==> config.mk <==
export PLATFORM = sky130hd
export DESIGN_NAME = trail_writer
export DESIGN_NICKNAME = d
export VERILOG_FILES = /design/src/rtl/trail_writer.sv
export SDC_FILE = /design/constraint.sdc
export NUM_CORES = 1
export LEC_CHECK = 0
export CORE_UTILIZATION = 35
export CTS_CLUSTER_DIAMETER = 50
export DETAILED_ROUTE_END_ITERATION = 16
export PLACE_DENSITY = 0.55
export SLEW_MARGIN = 15
export SYNTH_ARGS = -nofsm -noshare
export SYNTH_HDL_FRONTEND = slang
export SYNTH_SLANG_ARGS = --single-unit
==> constraint.sdc <==
create_clock -name Clk -period 8.8 [get_ports Clk]
set_input_delay 1.32 -clock Clk [delete_from_list [all_inputs] [get_ports Clk]]
set_output_delay 1.32 -clock Clk [all_outputs]
set_load 0.02 [all_outputs]
==> src/rtl/trail_writer.sv <==
// trail_writer
//   Write-side stage for the 640x480 frame buffer (one 16-bit word per
//   horizontal pixel pair: even pixel in [3:0], odd pixel in [11:8],
//   address = X/2 + Y*320).
//   On every rising edge of frame_clk it stamps a STAMP_WORDS x STAMP_ROWS
//   block for the blue bike, then for the red bike. On start_clear it
//   writes BG_COLOR to all 153600 words.
//
// Ports
//   Clk            system clock
//   Reset          synchronous, active-low reset
//   frame_clk      frame tick level, synchronous to Clk
//   start_clear    one-cycle request for a full-buffer clear
//   blue_en/red_en bike alive flags, latched on the frame edge
//   *_X_real/*_Y_real  stamp anchors in pixels, latched on the frame edge
//   WE, write_address, Data_In  frame RAM write port (all registered)
//   busy           high whenever the FSM is not IDLE
//   clear_done     one-cycle pulse as a clear finishes
//   overrun        sticky: a frame edge arrived while busy
//   state_o        current FSM state (debug)
//
// Handshake: there is no backpressure. A request (frame edge or
// start_clear) is taken only in IDLE; anything arriving otherwise is
// dropped, and a dropped frame edge sets overrun.
module trail_writer #(
  parameter int          STAMP_WORDS = 2,
  parameter int          STAMP_ROWS  = 2,
  parameter logic [3:0]  BLUE_TRAIL  = 4'h6,
  parameter logic [3:0]  RED_TRAIL   = 4'h4,
  parameter logic [3:0]  BG_COLOR    = 4'h0
) (
  input  logic        Clk,
  input  logic        Reset,
  input  logic        frame_clk,
  input  logic        start_clear,
  input  logic        blue_en,
  input  logic        red_en,
  input  logic [9:0]  Blue_X_real,
  input  logic [9:0]  Blue_Y_real,
  input  logic [9:0]  Red_X_real,
  input  logic [9:0]  Red_Y_real,
  output logic        WE,
  output logic [18:0] write_address,
  output logic [15:0] Data_In,
  output logic        busy,
  output logic        clear_done,
  output logic        overrun,
  output logic [1:0]  state_o
);

  typedef enum logic [1:0] {
    IDLE    = 2'd0,
    CLEAR   = 2'd1,
    STAMP_B = 2'd2,
    STAMP_R = 2'd3
  } state_t;

  localparam int WW = (STAMP_WORDS > 1) ? $clog2(STAMP_WORDS) : 1;
  localparam int RW = (STAMP_ROWS  > 1) ? $clog2(STAMP_ROWS)  : 1;
  localparam logic [WW-1:0] W_LAST     = WW'(STAMP_WORDS - 1);
  localparam logic [RW-1:0] R_LAST     = RW'(STAMP_ROWS - 1);
  localparam logic [17:0]   CLEAR_LAST = 18'd153599;

  state_t        state_q, state_d;
  logic [17:0]   cnt_q, cnt_d;
  logic [WW-1:0] w_q, w_d;
  logic [RW-1:0] r_q, r_d;
  logic [8:0]    bx_q, bx_d, rx_q, rx_d;   // anchor X already halved to a word column
  logic [9:0]    by_q, by_d, ry_q, ry_d;
  logic          ben_q, ben_d, ren_q, ren_d;
  logic          fc_q;
  logic          overrun_q, overrun_d;
  logic          we_q, we_d;
  logic [18:0]   addr_q, addr_d;
  logic [15:0]   data_q, data_d;
  logic          busy_q, busy_d;
  logic          done_q, done_d;
  logic          rise;

  // Stamp slot helpers
  logic [8:0]    s_x;
  logic [9:0]    s_y;
  logic          s_en;
  logic [3:0]    s_col;
  logic [18:0]   s_c, s_row, s_addr;

  // Anchor X is rounded down to even, so its LSB never matters.
  logic          unused_xlsb;
  assign unused_xlsb = Blue_X_real[0] ^ Red_X_real[0];

  assign rise = frame_clk & ~fc_q;

  // State register (also holds the registered outputs)
  always_ff @(posedge Clk) begin
    if (!Reset) begin
      state_q   <= IDLE;
      cnt_q     <= '0;
      w_q       <= '0;
      r_q       <= '0;
      bx_q      <= '0;
      by_q      <= '0;
      rx_q      <= '0;
      ry_q      <= '0;
      ben_q     <= 1'b0;
      ren_q     <= 1'b0;
      fc_q      <= 1'b0;
      overrun_q <= 1'b0;
      we_q      <= 1'b0;
      addr_q    <= '0;
      data_q    <= '0;
      busy_q    <= 1'b0;
      done_q    <= 1'b0;
    end else begin
      state_q   <= state_d;
      cnt_q     <= cnt_d;
      w_q       <= w_d;
      r_q       <= r_d;
      bx_q      <= bx_d;
      by_q      <= by_d;
      rx_q      <= rx_d;
      ry_q      <= ry_d;
      ben_q     <= ben_d;
      ren_q     <= ren_d;
      fc_q      <= frame_clk;
      overrun_q <= overrun_d;
      we_q      <= we_d;
      addr_q    <= addr_d;
      data_q    <= data_d;
      busy_q    <= busy_d;
      done_q    <= done_d;
    end
  end

  // Next-state logic
  always_comb begin
    state_d   = state_q;
    cnt_d     = cnt_q;
    w_d       = w_q;
    r_d       = r_q;
    bx_d      = bx_q;
    by_d      = by_q;
    rx_d      = rx_q;
    ry_d      = ry_q;
    ben_d     = ben_q;
    ren_d     = ren_q;
    overrun_d = overrun_q;

    if (state_q != IDLE && rise) overrun_d = 1'b1;

    case (state_q)
      IDLE: begin
        // Clear has priority; a rise in the same cycle is simply dropped.
        if (start_clear) begin
          state_d = CLEAR;
          cnt_d   = '0;
        end else if (rise) begin
          state_d = STAMP_B;
          w_d     = '0;
          r_d     = '0;
          bx_d    = Blue_X_real[9:1];
          by_d    = Blue_Y_real;
          rx_d    = Red_X_real[9:1];
          ry_d    = Red_Y_real;
          ben_d   = blue_en;
          ren_d   = red_en;
        end
      end
      CLEAR: begin
        if (cnt_q == CLEAR_LAST) state_d = IDLE;
        else                     cnt_d   = cnt_q + 18'd1;
      end
      STAMP_B, STAMP_R: begin
        if (w_q == W_LAST) begin
          w_d = '0;
          if (r_q == R_LAST) begin
            r_d     = '0;
            state_d = (state_q == STAMP_B) ? STAMP_R : IDLE;
          end else begin
            r_d = r_q + RW'(1);
          end
        end else begin
          w_d = w_q + WW'(1);
        end
      end
      default: state_d = IDLE;
    endcase
  end

  // Output logic: evaluated on the slot about to be entered so that the
  // registered write lands the cycle after the request is accepted.
  always_comb begin
    we_d   = 1'b0;
    addr_d = addr_q;
    data_d = data_q;
    busy_d = (state_d != IDLE);
    done_d = (state_q == CLEAR) && (state_d == IDLE);

    if (state_d == STAMP_B) begin
      s_x   = bx_d;
      s_y   = by_d;
      s_en  = ben_d;
      s_col = BLUE_TRAIL;
    end else begin
      s_x   = rx_d;
      s_y   = ry_d;
      s_en  = ren_d;
      s_col = RED_TRAIL;
    end
    s_c    = 19'(s_x) + 19'(w_d);
    s_row  = 19'(s_y) + 19'(r_d);
    s_addr = s_c + s_row * 19'd320;

    case (state_d)
      CLEAR: begin
        we_d   = 1'b1;
        addr_d = {1'b0, cnt_d};
        data_d = {4'h0, BG_COLOR, 4'h0, BG_COLOR};
      end
      STAMP_B, STAMP_R: begin
        // Off-screen slots still take their cycle but write nothing.
        if (s_en && (s_c <= 19'd319) && (s_row <= 19'd479)) begin
          we_d   = 1'b1;
          addr_d = s_addr;
          data_d = {4'h0, s_col, 4'h0, s_col};
        end
      end
      default: ;
    endcase
  end

  assign WE            = we_q;
  assign write_address = addr_q;
  assign Data_In       = data_q;
  assign busy          = busy_q;
  assign clear_done    = done_q;
  assign overrun       = overrun_q;
  assign state_o       = state_q;

endmodule

==> Yosys cells after proc, flatten, opt, wreduce, memory -nomap -nowiden <==
Cells that the tools add are included.
{ "word_totals": {"wordCells": 95, "inputBits": 46, "out_inout_bits": 41, "register_bits": 102} }
{ "classes": {"add_sub_neg": 6, "reduce_logical": 12, "n_eq_ne": 8, "bitwise_logic": 2, "mux": 47, "n_mul": 1, "n_lt_le_gt_ge": 2} }
{ "ops": {"columns": ["cell", "count"], "rows": [
  ["2-to-1 mux 10 bit", 7],
  ["2-to-1 mux 9 bit", 7],
  ["case mux 19 bit (2 select lines)", 1],
  ["2-to-1 mux 18 bit", 2],
  ["case mux 18 bit (2 select lines)", 1],
  ["case mux 16 bit (2 select lines)", 1],
  ["adder 10 x 19 -> 19 bit", 1],
  ["2-to-1 mux 19 bit", 1],
  ["adder 18 x 1 -> 18 bit, second input constant", 1],
  ["== test 18 bit, second input constant", 1],
  ["2-to-1 mux 16 bit", 1],
  ["2-to-1 mux 1 bit", 15],
  ["2-to-1 mux 2 bit", 7],
  ["multiplier 11 x 3 -> 13 bit, second input constant", 1],
  ["adder 10 x 1 -> 11 bit", 1],
  ["less-or-equal comparator 11 x 9 -> 1 bit, second input constant", 1],
  ["adder 9 x 1 -> 10 bit", 1],
  ["less-or-equal comparator 10 x 9 -> 1 bit, second input constant", 1],
  ["== test 2 bit, second input constant", 4],
  ["case mux 1 bit (2 select lines)", 3],
  ["case mux 2 bit (3 select lines)", 1],
  ["nonzero test 2 bit", 3],
  ["== test 2 x 1 -> 1 bit, second input constant", 2],
  ["logical AND 1 bit", 4],
  ["other kinds (7)", 10]
]} }

==> Longest topological paths before layout <==
Gate-level depths: netlist (run 1).
{ "logic_depth": {"ltp_word": 13, "depth_mapped": 27, "depth_no_buf": 22} }

==> Worst setup path before layout (run 1) <==
No wires, ideal clock.
{ "synth_timing": {"path_kind": "input -> register", "startpoint": "input port start_clear", "endpoint": "register addr_q[18], in the netlist write_address[18]", "path_slack_ns": 1.467, "n_path_buf": 6, "arrival_time_ns": 7.217, "setup_ns": 0.116, "stages": 26, "required_ns": 8.684, "cell_sequence": "or4b_1 -> buf_6 -> nor2_8 -> buf_6 -> buf_8 -> clkbuf_1 -> buf_2 -> buf_1 -> mux2i_1 -> mux2i_1 -> ha_1 -> ha_1 -> inv_1 -> a211oi_1 -> xor2_1 -> ha_1 -> fa_1 -> a21o_1 -> a21oi_1 -> o21ai_0 -> o41a_1 -> xor2_1 -> and3b_1 -> xor2_1 -> xnor2_1 -> a41o_1"} }
{ "synth_via": {"elab_chain_cells": 10, "elab_cells_between_ends": 38, "classes_between": "add/sub (3); mul (1); order compare (2); eq/ne (4); mux (23); reduce/logical (5)"} }
{ "synth_rtl": {"columns": ["item", "line_no", "source"], "rows": [
  ["from (decl)", "35", "input logic start_clear,"],
  ["parallel branches: the longest is 10 deep, another holds adder 10 x 19 -> 19 bit", null, null],
  ["to (signal assigned)", "127", "addr_q <= addr_d;"],
  ["to (decl)", "74", "logic [18:0] addr_q, addr_d;"]
]} }
Parallel ways; which one is timed is not known. The select of a mux whose other input is x is not followed.
A chain may end at the register's enable or synchronous reset.

==> Worst setup path in the final report (run 1) <==
Ends and elaborated chain as after synthesis.

==> results of run 1 <==
metrics by stage:
stage	hold slack [ps]	instances
5_1_grt	489.4	1013
2_1_floorplan	453.4	746
3_5_place_dp	456.2	998
3_3_place_gp	447.3	998
4_1_cts	464.5	1013
6_report	460.6	1013
power by group:
part	internal (uW)	switching, uW	leakage [uW]
clock	204	158	0.000134
sequential	415	12.2	0.000715
combinational	86.2	123	0.00199
flip-flops by register name, indices dropped and copies added, names as in the netlist:
signal	cells
Data_In	2
WE	1
ben_q	1
busy	1
bx_q	9
by_q	10
clear_done	1
cnt_q	18
fc_q	1
overrun	1
r_q	1
ren_q	1
rx_q	9
ry_q	10
state_o	2
w_q	1
write_address	19
cells by family after synthesis:
group                      Yosys count  share of synthesized area
AOI/OAI and AO/OA                  139                     0.1536
other                                1                  0.0006153
buffers and inverters               63                    0.05666
adders and majority gates           25                    0.05379
and+or+nand+nor                    293                     0.2420
xor gates and xnor gates            42                    0.06159
muxes                               84                     0.1427
DFF                                 88                     0.2891
routing by layer:
metal / track usage / up-vias / part of all wire
met5: 0 / - / 0
met2: 0.2942 / 157 / 0.45
met3: 0.04271 / 11 / 0.049
met1: 0.2562 / 2583 / 0.49
met4: 0.04798 / 0 / 0.0094
li1: - / 2726 / -
how the worst max path moves through the flow:
stage / cells past startpoint / from / end / slack (ps)
final: 21 / start_clear / write_address[18] / 1690
after global routing: 21 / start_clear / write_address[18] / 1280
after CTS: 21 / start_clear / write_address[18] / 1730
after detailed placement: 21 / start_clear / write_address[18] / 1380
after global placement: 21 / start_clear / write_address[18] / 1530
after floorplan: 26 / start_clear / write_address[18] / 1470
worst register-to-register path, delay by kind of cell, from the launching register on:
kind,cells,cell delay (ps)
multiplexers,1,280
AND/OR/NAND/NOR,1,210
buffers and inverters,3,800
flip-flops,1,310
adder cells (fa/ha/maj),4,1320
AO/OA/AOI/OAI,8,2580
XOR/XNOR,4,720
area by class of cell:
cell class	instances	share of cell area
multi-input cells	595	0.5612
flip-flops and latches	88	0.2454
repair buffers	82	0.1101
well taps	220	0.03834
clock buffers	12	0.03573
inverters	13	0.006797
clock inverters	3	0.002440
cell usage in the layout, fill, tap and decap left out, types with 18 or more instances in the layout:
master / instances
dfxtp_1: 88
nand2_1: 85
nor2_1: 75
mux2i_1: 74
clkdlybuf4s50_1: 71
o21ai_0: 34
nand3_1: 33
a21oi_1: 32
o211ai_1: 26
ha_1: 23
xor2_1: 22
and3_1: 21
xnor2_1: 19
and2_1: 18
==> flow_metrics.env, run 1 <==
export IMPL_clockBufferDepth=2
export IMPL_syn_inst=735
export IMPL_cts_hold_buf=0
export IMPL_hpwl_um=12470
export IMPL_dieArea_um2=17950
export IMPL_num_fill_cells=1727
export IMPL_slowest_delay_ps=640
export IMPL_postRouteWirelength_um=16300
export IMPL_crit_required_ps=9040
export IMPL_worst_hold_startpoint="write_address[12]"
export IMPL_post_route_period_util=0.8078
export IMPL_final_util=0.4269
export IMPL_yosys_warnings=0
export IMPL_path_class="input pin to flop"
export IMPL_drv_slew=0
export IMPL_numCtsBuffers=9
export IMPL_h_tree_depth=3
export IMPL_n_antenna_cell=0
export IMPL_cellPowerDensity_nw_per_um2=139.1
export IMPL_drc=0
export IMPL_antenna_found_initial=0
export IMPL_ys_seq_area_frac=0.2891
export IMPL_num_rows=47
export IMPL_grt_pass1_wl_um=26490
export IMPL_p_total_uw=998.5
export IMPL_drt_vias_per_instance=5.407
export IMPL_p_leak_uw=0.002843
export IMPL_synth_edf_count=0
export IMPL_synth_common_cells="88 x dfxtp_1, 85 x nand2_1, 75 x nor2_1"
export IMPL_critPathLaunchType="input pin"
export IMPL_slowest_stage="or4b_1"
export IMPL_design_portCount=87
export IMPL_coreArea_um2=16820
export IMPL_ant_nets=0
export IMPL_vias=5477
export IMPL_slew_headroom=0.4317
export IMPL_cts_resized=0
export IMPL_clock_latency_ps=350
export IMPL_fin_area_um2=7179
export IMPL_status="completed"
export IMPL_ff_latch_area_um2=1762
export IMPL_first_global_vias=5100
export IMPL_crit_buf_inv=2
export IMPL_whs_path_depth=2
export IMPL_crit_arrival_ps=7350
export IMPL_synth_area_leader_cell="dfxtp_1"
export IMPL_async_flop_share=0
export IMPL_placed_cell_area_um2=6905
export IMPL_setup_viol=0
export IMPL_wire_per_inst_um=16.09
export IMPL_start_util=0.3624
export IMPL_max_cap_violations=0
export IMPL_rrSetupSlack_ps=2490
export IMPL_gp_congestion=0.8778
export IMPL_cpLargestDelayFamily="compound AO/OA/AOI/OAI gates"
export IMPL_layout_setup_ws_ps=1691
export IMPL_synth_seq_cells=88
export IMPL_timing_rr_start="state_o[1]"
export IMPL_die_y_um=134.0
export IMPL_hold_viol_final=0
export IMPL_yosysMostFrequentCell="dfxtp_1"
export IMPL_firstDrtPassIters=5
export IMPL_syn_area_per_cell_um2=8.292
export IMPL_fmax_ghz=0.1407
export IMPL_area_growth_pct=17.80
export IMPL_grt_use_total=0.1870
export IMPL_cp_max_fo=27
export IMPL_netlist_top_cells_area="dfxtp_1 29%, mux2i_1 12%, nand2_1 5.2%"
export IMPL_io_buffers=72
export IMPL_grt_setup_unrepaired="false"
export IMPL_min_period_ps=7109
export IMPL_drive_above_1_share=0.05927
export IMPL_nets=860
export IMPL_syn_area_um2=6095
export IMPL_skew_ps=4.774
export IMPL_min_path_type="flop to flop"
export IMPL_cts_tree="yes"
export IMPL_numClockSinks=88
export IMPL_critPathCaptureType="flop"
export IMPL_multi_input_area_um2=4029
export IMPL_die_w_um=134.0
export IMPL_tns_ps=0
export IMPL_ys_types=65
export IMPL_post_cts_buffers=0
export IMPL_worstRegToRegCells=21
export IMPL_cts_root_buf="clkbuf_16"
export IMPL_holdPathEnd="write_address[12]"
export IMPL_synth_top_area_frac=0.2891
export IMPL_r2r_end="write_address[18]"
export IMPL_grt_max_degree=54
export IMPL_ir_drop_v=0.00009649
export IMPL_cp_cell_sequence="clkdlybuf4s50_1 > or4b_1 > o21ai_4 > o311ai_4 > mux2i_1 > ha_1 > ha_1 > inv_1 > a211oi_1 > xor2_1 > ha_1 > fa_1 > a21o_1 > a21oi_1 > o21ai_0 > o41a_1 > xor2_1 > and3b_1 > xor2_1 > xnor2_1 > a41o_1"
export IMPL_overflow=0
export IMPL_clkSlewWorstSetupHoldPaths_ps=60
export IMPL_synth_top_flop_cell="dfxtp_1"
export IMPL_post_place_ws_ps=1380
export IMPL_worst_pin_slew_ps=851.5
export IMPL_drt_initial_drc_count=334
(Power assumes the default switching activity.)
==> inputs of run 2 (changes only) <==
--- a/config.mk
+++ b/config.mk
@@ -8,7 +8,7 @@
 export CORE_UTILIZATION = 35
 export CTS_CLUSTER_DIAMETER = 50
 export DETAILED_ROUTE_END_ITERATION = 16
-export PLACE_DENSITY = 0.55
+export PLACE_DENSITY = 0.57
 export SLEW_MARGIN = 15
 export SYNTH_ARGS = -nofsm -noshare
 export SYNTH_HDL_FRONTEND = slang
==> constraint.sdc (replaced) <==
create_clock -name Clk -period 6.5 [get_ports Clk]
set_input_delay 0.975 -clock Clk [delete_from_list [all_inputs] [get_ports Clk]]
set_output_delay 0.975 -clock Clk [all_outputs]
set_load 0.02 [all_outputs]
==> run 2 against run 1 <==
Clock skew up 13 ps. Utilization up 0.74 points. First-iteration DRC count up 0.30%. Clock power up 45%. Worst setup slack worse by 1200 ps. Sequential power up 36%. Sequential share of layout area down 0.42 points. Critical endpoint unchanged. Largest cell class unchanged.
==> flow_metrics.env, run 2 (same netlist as run 1, synthesis figures left out) <==
export IMPL_cp_max_fo=5
export IMPL_setup_viol=0
export IMPL_drv_slew=0
export IMPL_drt_initial_drc_count=335
export IMPL_final_common_cell="dfxtp_1"
export IMPL_critPathCaptureType="flop"
export IMPL_firstDrtPassIters=5
export IMPL_grt_setup_unrepaired="false"
export IMPL_status="completed"
export IMPL_drive_above_1_share=0.07329
export IMPL_cts_root_buf="clkbuf_16"
export IMPL_gp_congestion=0.8998
export IMPL_dieArea_um2=17950
export IMPL_p_leak_uw=0.002915
export IMPL_numClockSinks=88
export IMPL_clkSlewWorstSetupHoldPaths_ps=70
export IMPL_skew_ps=17.78
export IMPL_coreArea_um2=16820
export IMPL_largest_reg_flops=19
export IMPL_die_y_um=134.0
export IMPL_h_tree_depth=3
export IMPL_max_cap_violations=0
export IMPL_num_rows=47
export IMPL_ir_drop_v=0.0001256
export IMPL_nets=873
export IMPL_hold_viol_final=0
export IMPL_drc=0
export IMPL_fmax_ghz=0.1655
export IMPL_drt_vias_per_instance=5.399
export IMPL_grt_max_degree=54
export IMPL_grt_pass1_wl_um=27370
export IMPL_final_cells=1025
export IMPL_numCtsBuffers=9
export IMPL_postRouteWirelength_um=16810
export IMPL_clock_latency_ps=360
export IMPL_wire_per_inst_um=16.40
export IMPL_crit_required_ps=6750
export IMPL_area_growth_pct=19.83
export IMPL_vias=5534
export IMPL_first_global_vias=5390
export IMPL_clockBufferDepth=2
export IMPL_n_antenna_cell=0
export IMPL_hpwl_um=13010
export IMPL_layout_common_cells="88 x dfxtp_1, 85 x nand2_1, 75 x nor2_1"
export IMPL_place_inst=1011
export IMPL_min_path_type="flop to flop"
export IMPL_min_period_ps=6041
export IMPL_io_buffers=72
export IMPL_cts_hold_buf=0
export IMPL_post_route_period_util=0.9293
export IMPL_slew_headroom=0.2956
export IMPL_tns_ps=0
export IMPL_start_util=0.3624
export IMPL_crit_arrival_ps=6290
export IMPL_grt_use_total=0.1934
export IMPL_path_class="input pin to flop"
export IMPL_die_w_um=134.0
export IMPL_design_portCount=87
export IMPL_cellPowerDensity_nw_per_um2=191.2
export IMPL_worst_pin_slew_ps=1055
export IMPL_critPathLaunchType="input pin"
export IMPL_antenna_found_initial=0
export IMPL_ant_nets=0
export IMPL_cts_tree="yes"
export IMPL_overflow=0
run 2: what timing repair did:
action                                  CTS  global route
setup buffers                             0             0
resized for setup                         0             1
endpoints found under the setup margin    0             1
run 2: worst max-delay path, stage by stage:
cell and delay (ps):
clkdlybuf4s50_1 430, or4b_1 730, nor2_8 220, mux2i_1 350, mux2i_1 180, ha_1 220
ha_1 200, inv_1 100, a211oi_2 60, xor2_1 190, ha_1 370, fa_1 470
a21o_1 170, a21oi_1 250, o21ai_0 150, o41a_1 340, xor2_1 200, and3b_1 200
xor2_1 170, xnor2_1 80, a41o_1 230
run 2: path summary, 6_finish.rpt:
path,cells after the start,startpoint,end,slack (ps)
setup / recovery,21,start_clear,write_address[18],460
hold reg to reg,2,write_address[13],write_address[13],460
setup reg to reg,20,state_o[0],write_address[18],970
hold / removal,2,write_address[13],write_address[13],460
run 2: per-layer routing:
metal / vias to the layer above / track usage / wire length [um] / share of wire
met2: 155 / 0.3192 / 7766 / 0.46
met4: 0 / 0.07955 / 349 / 0.021
met5: - / 0 / 0 / 0
met1: 2609 / 0.2556 / 8041 / 0.48
li1: 2747 / - / - / -
met3: 23 / 0.02154 / 649 / 0.039
run 2: through the flow:
step	worst slack (ps)	total power, uW	area (um2)	hold WS [ps]	utilization
2_1_floorplan	47.62	779.0	6148	453.4	-
3_3_place_gp	119.7	877.2	7013	447.0	0.4170
3_5_place_dp	82.60	881.3	7013	454.3	0.4170
4_1_cts	445.1	1404	7300	466.9	0.4340
5_1_grt	52.26	1457	7303	485.4	0.4342
6_report	459.3	1396	7303	460.6	0.4342
run 2: final cells by class:
type                    instances  area [um2]
inverters                      13       48.80
multi-input cells             595        4034
repair buffers                 95       897.1
well taps                     220       275.3
clock buffers                  11       242.7
flip-flops and latches         88        1762
clock inverters                 3       43.79
fillers                      1695        9515
run 2: where the power goes:
group          switching (uW)  total [uW]  internal, uW  leakage (uW)
Sequential               18.5         580           561      0.000715
Clock                     222         526           305      0.000141
Combinational             168         290           123       0.00206
Total                     408        1400           989       0.00291
